**src/rtl/tdm_demux_4ch_if.sv**
```systemverilog
// ----------------------------------------------------------------------------
// tdm_demux_4ch_if
// Bundle of the TDM receiver's serial input and parallel output signals.
//   din, din_valid, frame_sync : serial bit stream from the 4:1 mux transmitter
//   ch0..ch3                   : last complete frame, one WIDTH-bit word per slot
//   frame_valid                : 1-cycle pulse when ch0..ch3 were just updated
//   sync_err                   : 1-cycle pulse on a framing error
//   locked                     : high while the receiver is aligned to frames
// Modports: master = stream source / word consumer, slave = the receiver.
// ----------------------------------------------------------------------------
interface tdm_demux_4ch_if #(
    parameter int WIDTH = 4
) ();
    logic             din;
    logic             din_valid;
    logic             frame_sync;
    logic [WIDTH-1:0] ch0;
    logic [WIDTH-1:0] ch1;
    logic [WIDTH-1:0] ch2;
    logic [WIDTH-1:0] ch3;
    logic             frame_valid;
    logic             sync_err;
    logic             locked;

    modport master (
        output din, din_valid, frame_sync,
        input  ch0, ch1, ch2, ch3, frame_valid, sync_err, locked
    );

    modport slave (
        input  din, din_valid, frame_sync,
        output ch0, ch1, ch2, ch3, frame_valid, sync_err, locked
    );
endinterface

```
**src/rtl/tdm_demux_4ch.sv**
```systemverilog
// ----------------------------------------------------------------------------
// tdm_demux_4ch
// Receive end of the 4-channel serial TDM link. Frames are 4 slots of WIDTH
// bits, MSB first, slot 0 flagged by frame_sync on its first bit. All four
// words are delivered together once per frame; framing errors are flagged.
// Ports:
//   clk  : rising-edge clock
//   rst  : asynchronous, active-high reset
//   bus  : tdm_demux_4ch_if.slave (serial input, parallel words, status)
// ----------------------------------------------------------------------------
module tdm_demux_4ch #(
    parameter int WIDTH = 4
) (
    input  logic           clk,
    input  logic           rst,
    tdm_demux_4ch_if.slave bus
);
    localparam int FRAME_W = 4 * WIDTH;
    localparam int BIT_W   = $clog2(WIDTH);
    localparam logic [BIT_W-1:0] LAST_BIT = BIT_W'(WIDTH - 1);
    localparam logic [BIT_W-1:0] FIRST_AFTER_SYNC = BIT_W'(1);

    typedef enum logic {HUNT, RUN} state_t;

    state_t             state, state_nxt;
    logic [BIT_W-1:0]   bit_cnt, bit_cnt_nxt;
    logic [1:0]         slot_cnt, slot_cnt_nxt;
    // Holds all bits of the frame except the final one; the final bit comes
    // straight from din so the words can be loaded on the last strobe.
    logic [FRAME_W-2:0] shift, shift_nxt;
    logic [FRAME_W-1:0] frame_word;
    logic               at_sync_pos;
    logic               load;
    logic               err;

    assign frame_word  = {shift, bus.din};
    assign at_sync_pos = (bit_cnt == '0) && (slot_cnt == 2'd0);
    assign bus.locked  = (state == RUN);

    always_comb begin
        state_nxt    = state;
        bit_cnt_nxt  = bit_cnt;
        slot_cnt_nxt = slot_cnt;
        shift_nxt    = shift;
        load         = 1'b0;
        err          = 1'b0;
        if (bus.din_valid) begin
            case (state)
                HUNT: begin
                    if (bus.frame_sync) begin
                        state_nxt    = RUN;
                        bit_cnt_nxt  = FIRST_AFTER_SYNC;
                        slot_cnt_nxt = 2'd0;
                        shift_nxt    = {{(FRAME_W-2){1'b0}}, bus.din};
                    end
                end
                RUN: begin
                    if (bus.frame_sync) begin
                        // Sync anywhere restarts the frame on this bit; only a
                        // sync away from the expected position is an error.
                        err          = !at_sync_pos;
                        bit_cnt_nxt  = FIRST_AFTER_SYNC;
                        slot_cnt_nxt = 2'd0;
                        shift_nxt    = {{(FRAME_W-2){1'b0}}, bus.din};
                    end else if (at_sync_pos) begin
                        // Missing sync: alignment lost, drop the bit.
                        err          = 1'b1;
                        state_nxt    = HUNT;
                        bit_cnt_nxt  = '0;
                        slot_cnt_nxt = 2'd0;
                    end else begin
                        shift_nxt = frame_word[FRAME_W-2:0];
                        if (bit_cnt == LAST_BIT) begin
                            bit_cnt_nxt  = '0;
                            slot_cnt_nxt = slot_cnt + 2'd1;
                            load         = (slot_cnt == 2'd3);
                        end else begin
                            bit_cnt_nxt = bit_cnt + FIRST_AFTER_SYNC;
                        end
                    end
                end
                default: state_nxt = HUNT;
            endcase
        end
    end

    always_ff @(posedge clk or posedge rst) begin
        if (rst) begin
            state    <= HUNT;
            bit_cnt  <= '0;
            slot_cnt <= 2'd0;
            shift    <= '0;
        end else begin
            state    <= state_nxt;
            bit_cnt  <= bit_cnt_nxt;
            slot_cnt <= slot_cnt_nxt;
            shift    <= shift_nxt;
        end
    end

    always_ff @(posedge clk or posedge rst) begin
        if (rst) begin
            bus.ch0         <= '0;
            bus.ch1         <= '0;
            bus.ch2         <= '0;
            bus.ch3         <= '0;
            bus.frame_valid <= 1'b0;
            bus.sync_err    <= 1'b0;
        end else begin
            bus.frame_valid <= load;
            bus.sync_err    <= err;
            if (load) begin
                bus.ch0 <= frame_word[4*WIDTH-1 -: WIDTH];
                bus.ch1 <= frame_word[3*WIDTH-1 -: WIDTH];
                bus.ch2 <= frame_word[2*WIDTH-1 -: WIDTH];
                bus.ch3 <= frame_word[WIDTH-1:0];
            end
        end
    end
endmodule

```
**src/flat_wrapper.sv**
```systemverilog
// flat-port wrapper written by rule: the top's interface ports become plain ports
module tdm_demux_4ch_flat 
#(
    parameter int WIDTH = 4
)
  (clk, rst, bus_din, bus_din_valid, bus_frame_sync, bus_ch0, bus_ch1, bus_ch2, bus_ch3, bus_frame_valid, bus_sync_err, bus_locked);
  tdm_demux_4ch_if #(.WIDTH(WIDTH)) bus_i ();
  input  logic clk;
  input  logic rst;
  input wire logic [$bits(bus_i.din)-1:0] bus_din;
  input wire logic [$bits(bus_i.din_valid)-1:0] bus_din_valid;
  input wire logic [$bits(bus_i.frame_sync)-1:0] bus_frame_sync;
  output wire logic [$bits(bus_i.ch0)-1:0] bus_ch0;
  output wire logic [$bits(bus_i.ch1)-1:0] bus_ch1;
  output wire logic [$bits(bus_i.ch2)-1:0] bus_ch2;
  output wire logic [$bits(bus_i.ch3)-1:0] bus_ch3;
  output wire logic [$bits(bus_i.frame_valid)-1:0] bus_frame_valid;
  output wire logic [$bits(bus_i.sync_err)-1:0] bus_sync_err;
  output wire logic [$bits(bus_i.locked)-1:0] bus_locked;
  assign bus_i.din = bus_din;
  assign bus_i.din_valid = bus_din_valid;
  assign bus_i.frame_sync = bus_frame_sync;
  assign bus_ch0 = bus_i.ch0;
  assign bus_ch1 = bus_i.ch1;
  assign bus_ch2 = bus_i.ch2;
  assign bus_ch3 = bus_i.ch3;
  assign bus_frame_valid = bus_i.frame_valid;
  assign bus_sync_err = bus_i.sync_err;
  assign bus_locked = bus_i.locked;
  tdm_demux_4ch #(.WIDTH(WIDTH)) u_core (.clk(clk), .rst(rst), .bus(bus_i));
endmodule
```
**config.mk**
```make
export PLATFORM = sky130hd
export DESIGN_NAME = tdm_demux_4ch_flat
export DESIGN_NICKNAME = d
export VERILOG_FILES = /design/src/rtl/tdm_demux_4ch_if.sv /design/src/rtl/tdm_demux_4ch.sv /design/src/flat_wrapper.sv
export SDC_FILE = /design/constraint.sdc
export NUM_CORES = 1
export LEC_CHECK = 0
export ABC_AREA = 0
export CAP_MARGIN = 0
export CELL_PAD_IN_SITES_DETAIL_PLACEMENT = 1
export CELL_PAD_IN_SITES_GLOBAL_PLACEMENT = 1
export CORE_UTILIZATION = 40
export CTS_CLUSTER_SIZE = 14
export DETAILED_ROUTE_END_ITERATION = 16
export GPL_TIMING_DRIVEN = 0
export PLACE_DENSITY = 0.72
export SYNTH_ARGS = -nofsm -noshare
export SYNTH_HDL_FRONTEND = slang
export SYNTH_SLANG_ARGS = --single-unit
export TNS_END_PERCENT = 20
```
**constraint.sdc**
```tcl
create_clock -name clk -period 3.7 [get_ports clk]
set_input_delay 0.74 -clock clk [delete_from_list [all_inputs] [get_ports clk]]
set_output_delay 0.74 -clock clk [all_outputs]
set_load 0.005 [all_outputs]
```
==> flow_summary.yaml, run 1 <==
placed_design:
  hpwl_um: 2280
  pre_cts_slack_ns: 1.61
  globalplace.congestion: 0.748
  place_inst: 209
  numPortBuffers: 21
sta:
  relSlewSlack_pct: 47.0
  tightest_slew_ns: 0.795
  finClkSkew_ns: 0.00717
  min_period_over_period_pct: 52.2
  finalHoldViolCount: 0
  rsz0062_at_grt: "false"
  setup_viol: 0
  fin_crit_ns: 1.93
  fmax_mhz: 518
  fin_setup_tns_ns: 0
  slew_violations: 0
  finalWorstSetupSlack_ns: 1.77
  whs_ns: 0.511
global_route:
  grt_util_all_layers_pct: 17.3
  antenna_found_initial: 0
  grt_max_degree: 39
  grt_pass1_wl_um: 5520
  overflow: 0
  grt_pass1_vias: 1148
yosys:
  synth_top_area_share_pct: 55.1
  synth_top_area_cell: "dfrtp_1"
  ys_warn_count: 0
  synth_area_leaders: "dfrtp_1 55%, mux2i_1 8.1%, mux2_4 7.8%"
  netlist_instances: 138
  syn_area_um2: 1730
  synth_fp_nets: 148
  yosysSeqAreaShare_pct: 55.1
  avgSynthCellArea_um2: 12.5
  synth-seq-cells: 38
  synth.distinct_cells: 30
floorplanning:
  rows: 23
  initial_utilization_pct: 42.3
  die_h_um: 67.7
  design.core.area_um2: 4090
  die_area_um2: 4580
  die_w_um: 67.7
  ios: 24
power:
  peakVddDrop_mv: 0.212
  finalPower_uw: 867
  powerDensity_nw_per_um2: 414
  p_leak_uw: 0.00101
setup_path:
  cp_top_family: "buffers and inverters"
  crit_path_cell_trace: "clkdlybuf4s50_1"
  critPathMaxStageDelay_ns: 0.51
  critPathMaxFanout: 2
  crit_required_ns: 2.96
  path_buf_inv: 1
  critPathKind: "reg2out"
  cp_slowest_cell: "clkdlybuf4s50_1"
  arrival_ns: 1.19
  critPathCaptureType: "output port"
  cp-start-kind: "flop"
route:
  ant_nets: 0
  dr.pass1.iters: 3
  wirelength_um: 3250
  drc: 0
  vias: 1054
  drtIter0Drc: 23
  wl_per_cell_um: 15.0
  via_per_inst: 4.86
clock_network:
  cts_tree: "built"
  post-cts-setup-buffers: 0
  cts_sinks: 38
  cts-root-buf: "clkbuf_8"
  cts_resized: 0
  postCtsHoldBufs: 0
  worstSkewPairLatency_ns: 0.29
  cts_buffers: 5
  clockBufferDepth: 2
  clkTransAtPathRegs_ns: 0.08
  h-tree-depth: 2
cells_and_area:
  finalNetCount: 176
  final_cells: 217
  multi_input_area_um2: 633
  seq_area_um2: 951
  drive_gt1_share_pct: 21.0
  insertedDiodeCount: 0
  fillers: 433
  area_growth_syn_to_layout_pct: 21.3
run:
  max_cap_viol_count: 0
run_status:
  outcome: "complete, no violations"
min_path:
  hold_path_class: "reg2reg"
## power by group
group / total [µW] / internal, µW / switching, µW
registers: 446 / 433 / 13.5
logic: 122 / 54.0 / 68.0
clock network: 299 / 150 / 149
## layout by cell type (no fill, tap or decap), types with 2 or more instances in the layout
master | netlist | layout
dfrtp_1 | 38 | 38
mux2_2 | 8 | 8
inv_1 | 21 | 20
mux2i_1 | 14 | 14
ha_1 | 5 | 5
buf_6 | 2 | 2
mux2_4 | 9 | 9
a21oi_1 | 2 | 2
clkbuf_8 | 0 | 6
nand2_1 | 17 | 17
buf_2 | 2 | 2
clkdlybuf4s50_1 | 0 | 21
## layout make-up
class                      instances  area share [%]
clock buffer                       6            3.94
timing repair buffer              21            10.0
multi-input combinational         72            30.2
sequential                        38            45.4
buffer                             7            3.05
clock inverter                     2           0.597
inverter                          21            3.76
tap                               50            2.99
## state kept, by name, summed over array words and instances (netlist names)
register,cells
u_core.shift,15
u_core.bus.ch0,4
u_core.bus.ch1,4
u_core.bus.ch2,4
u_core.bus.ch3,4
u_core.bit_cnt,2
u_core.slot_cnt,2
u_core.bus.frame_valid,1
u_core.bus.locked,1
u_core.bus.sync_err,1
## final timing paths
check	start	to	slack (ns)	depth (start not counted)
worst max-delay path	u_core.bus.locked	bus_locked	1.77	1
worst min-delay path	u_core.bus.ch1[3]	u_core.bus.ch1[3]	0.51	1
worst max register to register	u_core.bit_cnt[0]	u_core.bus.ch1[1]	1.80	7
worst min register to register	u_core.bus.ch1[3]	u_core.bus.ch1[3]	0.51	1
max in group asynchronous	rst	u_core.shift[0]	2.27	2
min in group asynchronous	rst	u_core.slot_cnt[1]	0.92	2
## logic make-up after synthesis
logic type / synth area share (%)
flip-flops: 55.1
AND/OR/NAND/NOR: 7.25
buffers and inverters: 8.26
adder cells (fa/ha/maj): 3.62
AO/OA/AOI/OAI: 4.64
multiplexers: 21.2
## Yosys cell counts (all sizes together)
library cell  count
a21boi            1
a21o              1
a21oi             2
a22o              1
a22oi             1
and2              1
and3              1
and4              1
buf               7
dfrtp            38
ha                5
inv              21
mux2             17
mux2i            14
nand2            17
nand4             1
nor2              1
nor2b             1
nor3              1
nor4b             1
o211ai            1
o21a              1
o21ai             1
o22ai             1
o31ai             1
## metal layers
metal,part of all wire (%),global-route usage (%),up-vias
met3,3.6,6.08,2
met5,0,0,-
met2,52,28.8,21
met4,0.71,7.98,0
li1,-,-,504
met1,44,19.6,527
## per-stage QoR
| stage | utilization [%] | instance area (µm²) |
|---|---|---|
| 3_5_place_dp | 48.9 | 2000 |
| 3_3_place_gp | 48.9 | 2000 |
| 5_1_grt | 51.3 | 2090 |
| 6_report | 51.3 | 2090 |
| 2_1_floorplan | - | 1730 |
| 4_1_cts | 51.3 | 2090 |
No activity file was read; power rests on OpenSTA's default activity.
==> inputs of run 2 (changes only) <==
Settings changed: CORE_UTILIZATION 40 to 39, PLACE_DENSITY 0.72 to 0.73.
Clock period 3.7 ns to 1.7 ns, I/O delays scaled along.
==> run 2 against run 1 <==
Net effect: combinational power increased to 3.8 times the previous value; wire length up 15%; largest cell class unchanged; critical endpoint is now u_core.bus.ch0[2]; setup slack worse by 1.8 ns; the run now ends with negative setup slack left; first-iteration DRC count grew 26%; critical path depth up 6.
==> flow_summary.yaml, run 2 (same netlist as run 1, synthesis figures left out) <==
cells_and_area:
  fillers: 415
  top_register: "u_core.shift"
  largest_reg_flops: 15
  final_common_cell: "dfrtp_1"
  final_cells: 233
  area_growth_syn_to_layout_pct: 36.7
  final_area_um2: 2360
  finalNetCount: 192
  insertedDiodeCount: 0
  layout_common_cells: "38 x dfrtp_1, 21 x clkdlybuf4s50_1, 17 x inv_1"
  drive_gt1_share_pct: 34.4
setup_path:
  crit_path_cell_trace: "inv_2, ha_4, a21boi_2, and4_4, buf_12, buf_16, mux2_4"
  crit_required_ns: 1.88
  cp-start-kind: "flop"
  critPathMaxFanout: 5
  critPathKind: "reg2reg"
  cp_slowest_cell: "dfrtp_1"
  arrival_ns: 1.88
  ff2ff_setup_slack_ns: -0.006
  critPathMaxStageDelay_ns: 0.40
  critPathCaptureType: "flop"
clock_network:
  cts_sinks: 38
  cts_buffers: 5
  h-tree-depth: 2
  worstSkewPairLatency_ns: 0.29
  cts_tree: "built"
  cts-root-buf: "clkbuf_8"
  postCtsHoldBufs: 0
  clockBufferDepth: 2
  clkTransAtPathRegs_ns: 0.07
route:
  wirelength_um: 3740
  wl_per_cell_um: 16.0
  ant_nets: 0
  via_per_inst: 4.85
  dr.pass1.iters: 4
  drc: 0
  vias: 1129
  drtIter0Drc: 29
sta:
  fmax_mhz: 586
  setup_viol: 4
  relSlewSlack_pct: 46.6
  whs_ns: 0.392
  finalHoldViolCount: 0
  min_period_over_period_pct: 100
  finClkSkew_ns: 0.00577
  slew_violations: 0
  rsz0062_at_grt: "true"
  finalWorstSetupSlack_ns: -0.00597
  tightest_slew_ns: 0.800
  fin_crit_ns: 1.71
global_route:
  grt_max_degree: 39
  grt_pass1_wl_um: 6070
  antenna_found_initial: 0
  grt_pass1_vias: 1207
  overflow: 0
  grt_util_all_layers_pct: 18.5
floorplanning:
  ios: 24
  initial_utilization_pct: 42.0
  die_h_um: 68.5
  die_w_um: 68.5
  rows: 23
  die_area_um2: 4700
  design.core.area_um2: 4120
placed_design:
  place_inst: 209
  globalplace.congestion: 0.693
  pre_cts_slack_ns: -0.168
  hpwl_um: 2240
  numPortBuffers: 21
  postPlaceCellArea_um2: 2000
power:
  peakVddDrop_mv: 0.434
  powerDensity_nw_per_um2: 890
  p_leak_uw: 0.00113
min_path:
  hold_path_class: "in2reg"
run:
  max_cap_viol_count: 0
run_status:
  outcome: "complete, but fails checks"
  violations: "negative setup slack"
[run 2: cell types whose count changed in the layout (fill, tap and decap cells not counted), moves of 2 or more]
cell	before	now
inv_2	1	4
mux2i_2	0	2
mux2_2	8	5
inv_1	20	17
buf_16	0	2
mux2i_1	14	12
ha_1	5	1
buf_4	1	11
ha_4	0	3
buf_6	2	5
mux2_4	9	12
[run 2: path summary, 6_finish.rpt]
check | start | end | cells past startpoint
worst min-delay path | bus_din_valid | u_core.bus.locked | 2
min in group asynchronous | rst | u_core.shift[7] | 2
max in group asynchronous | rst | u_core.slot_cnt[1] | 2
worst min register to register | u_core.bus.ch0[3] | u_core.bus.ch0[3] | 1
worst max-delay path | u_core.bit_cnt[1] | u_core.bus.ch0[2] | 7
worst max register to register | u_core.bit_cnt[1] | u_core.bus.ch0[2] | 7
[run 2: area by class of cell]
type / count / area, µm² / area share [%]
clock buffers: 6 / 82.6 / 3.50
multi-input cells: 72 / 714 / 30.3
plain buffers: 4 / 25.0 / 1.06
well taps: 50 / 62.6 / 2.65
clock inverters: 2 / 12.5 / 0.530
repair buffers: 40 / 433 / 18.3
inverters: 21 / 78.8 / 3.34
flip-flops and latches: 38 / 951 / 40.3
[run 2: through the flow]
stage / TNS [ns] / total power, µW / util (%)
finish: -0.0142 / 2100 / 57.3
CTS: -0.165 / 2050 / 55.5
global placement: -14.73 / 1240 / 48.6
detailed placement: -3.00 / 1260 / 48.6
global route: -0.443 / 2200 / 57.3
floorplan: 0 / 1180 / -
[run 2: per-layer routing]
layer	vias up	track usage, %	wire length (µm)
met3	5	4.44	112
met5	-	0	0
li1	542	-	-
met2	19	30.3	1880
met4	0	7.81	46
met1	563	23.1	1700
[run 2: critical path, delay by kind of cell, from the launching register on]
kind,cells,cell delay (ns)
fa+ha+maj,1,0.17
mux,1,0.29
compound gates,1,0.15
buf+inv,3,0.29
flops,1,0.40
simple gates,1,0.29
[run 2: power breakdown]
part / total [µW] / switching [µW] / internal, µW
combinational: 467 / 214 / 253
clock: 660 / 334 / 326
sequential: 974 / 32.1 / 942
total: 2100 / 580 / 1520
[run 2: what timing repair did]
| item | in CTS | in global routing |
|---|---|---|
| buffers inserted | 10 | 7 |
| endpoints found under the setup margin | 27 | 28 |
| resized for setup | 13 | 17 |
| gates cloned | 2 | 0 |
| pin swaps | 4 | 6 |
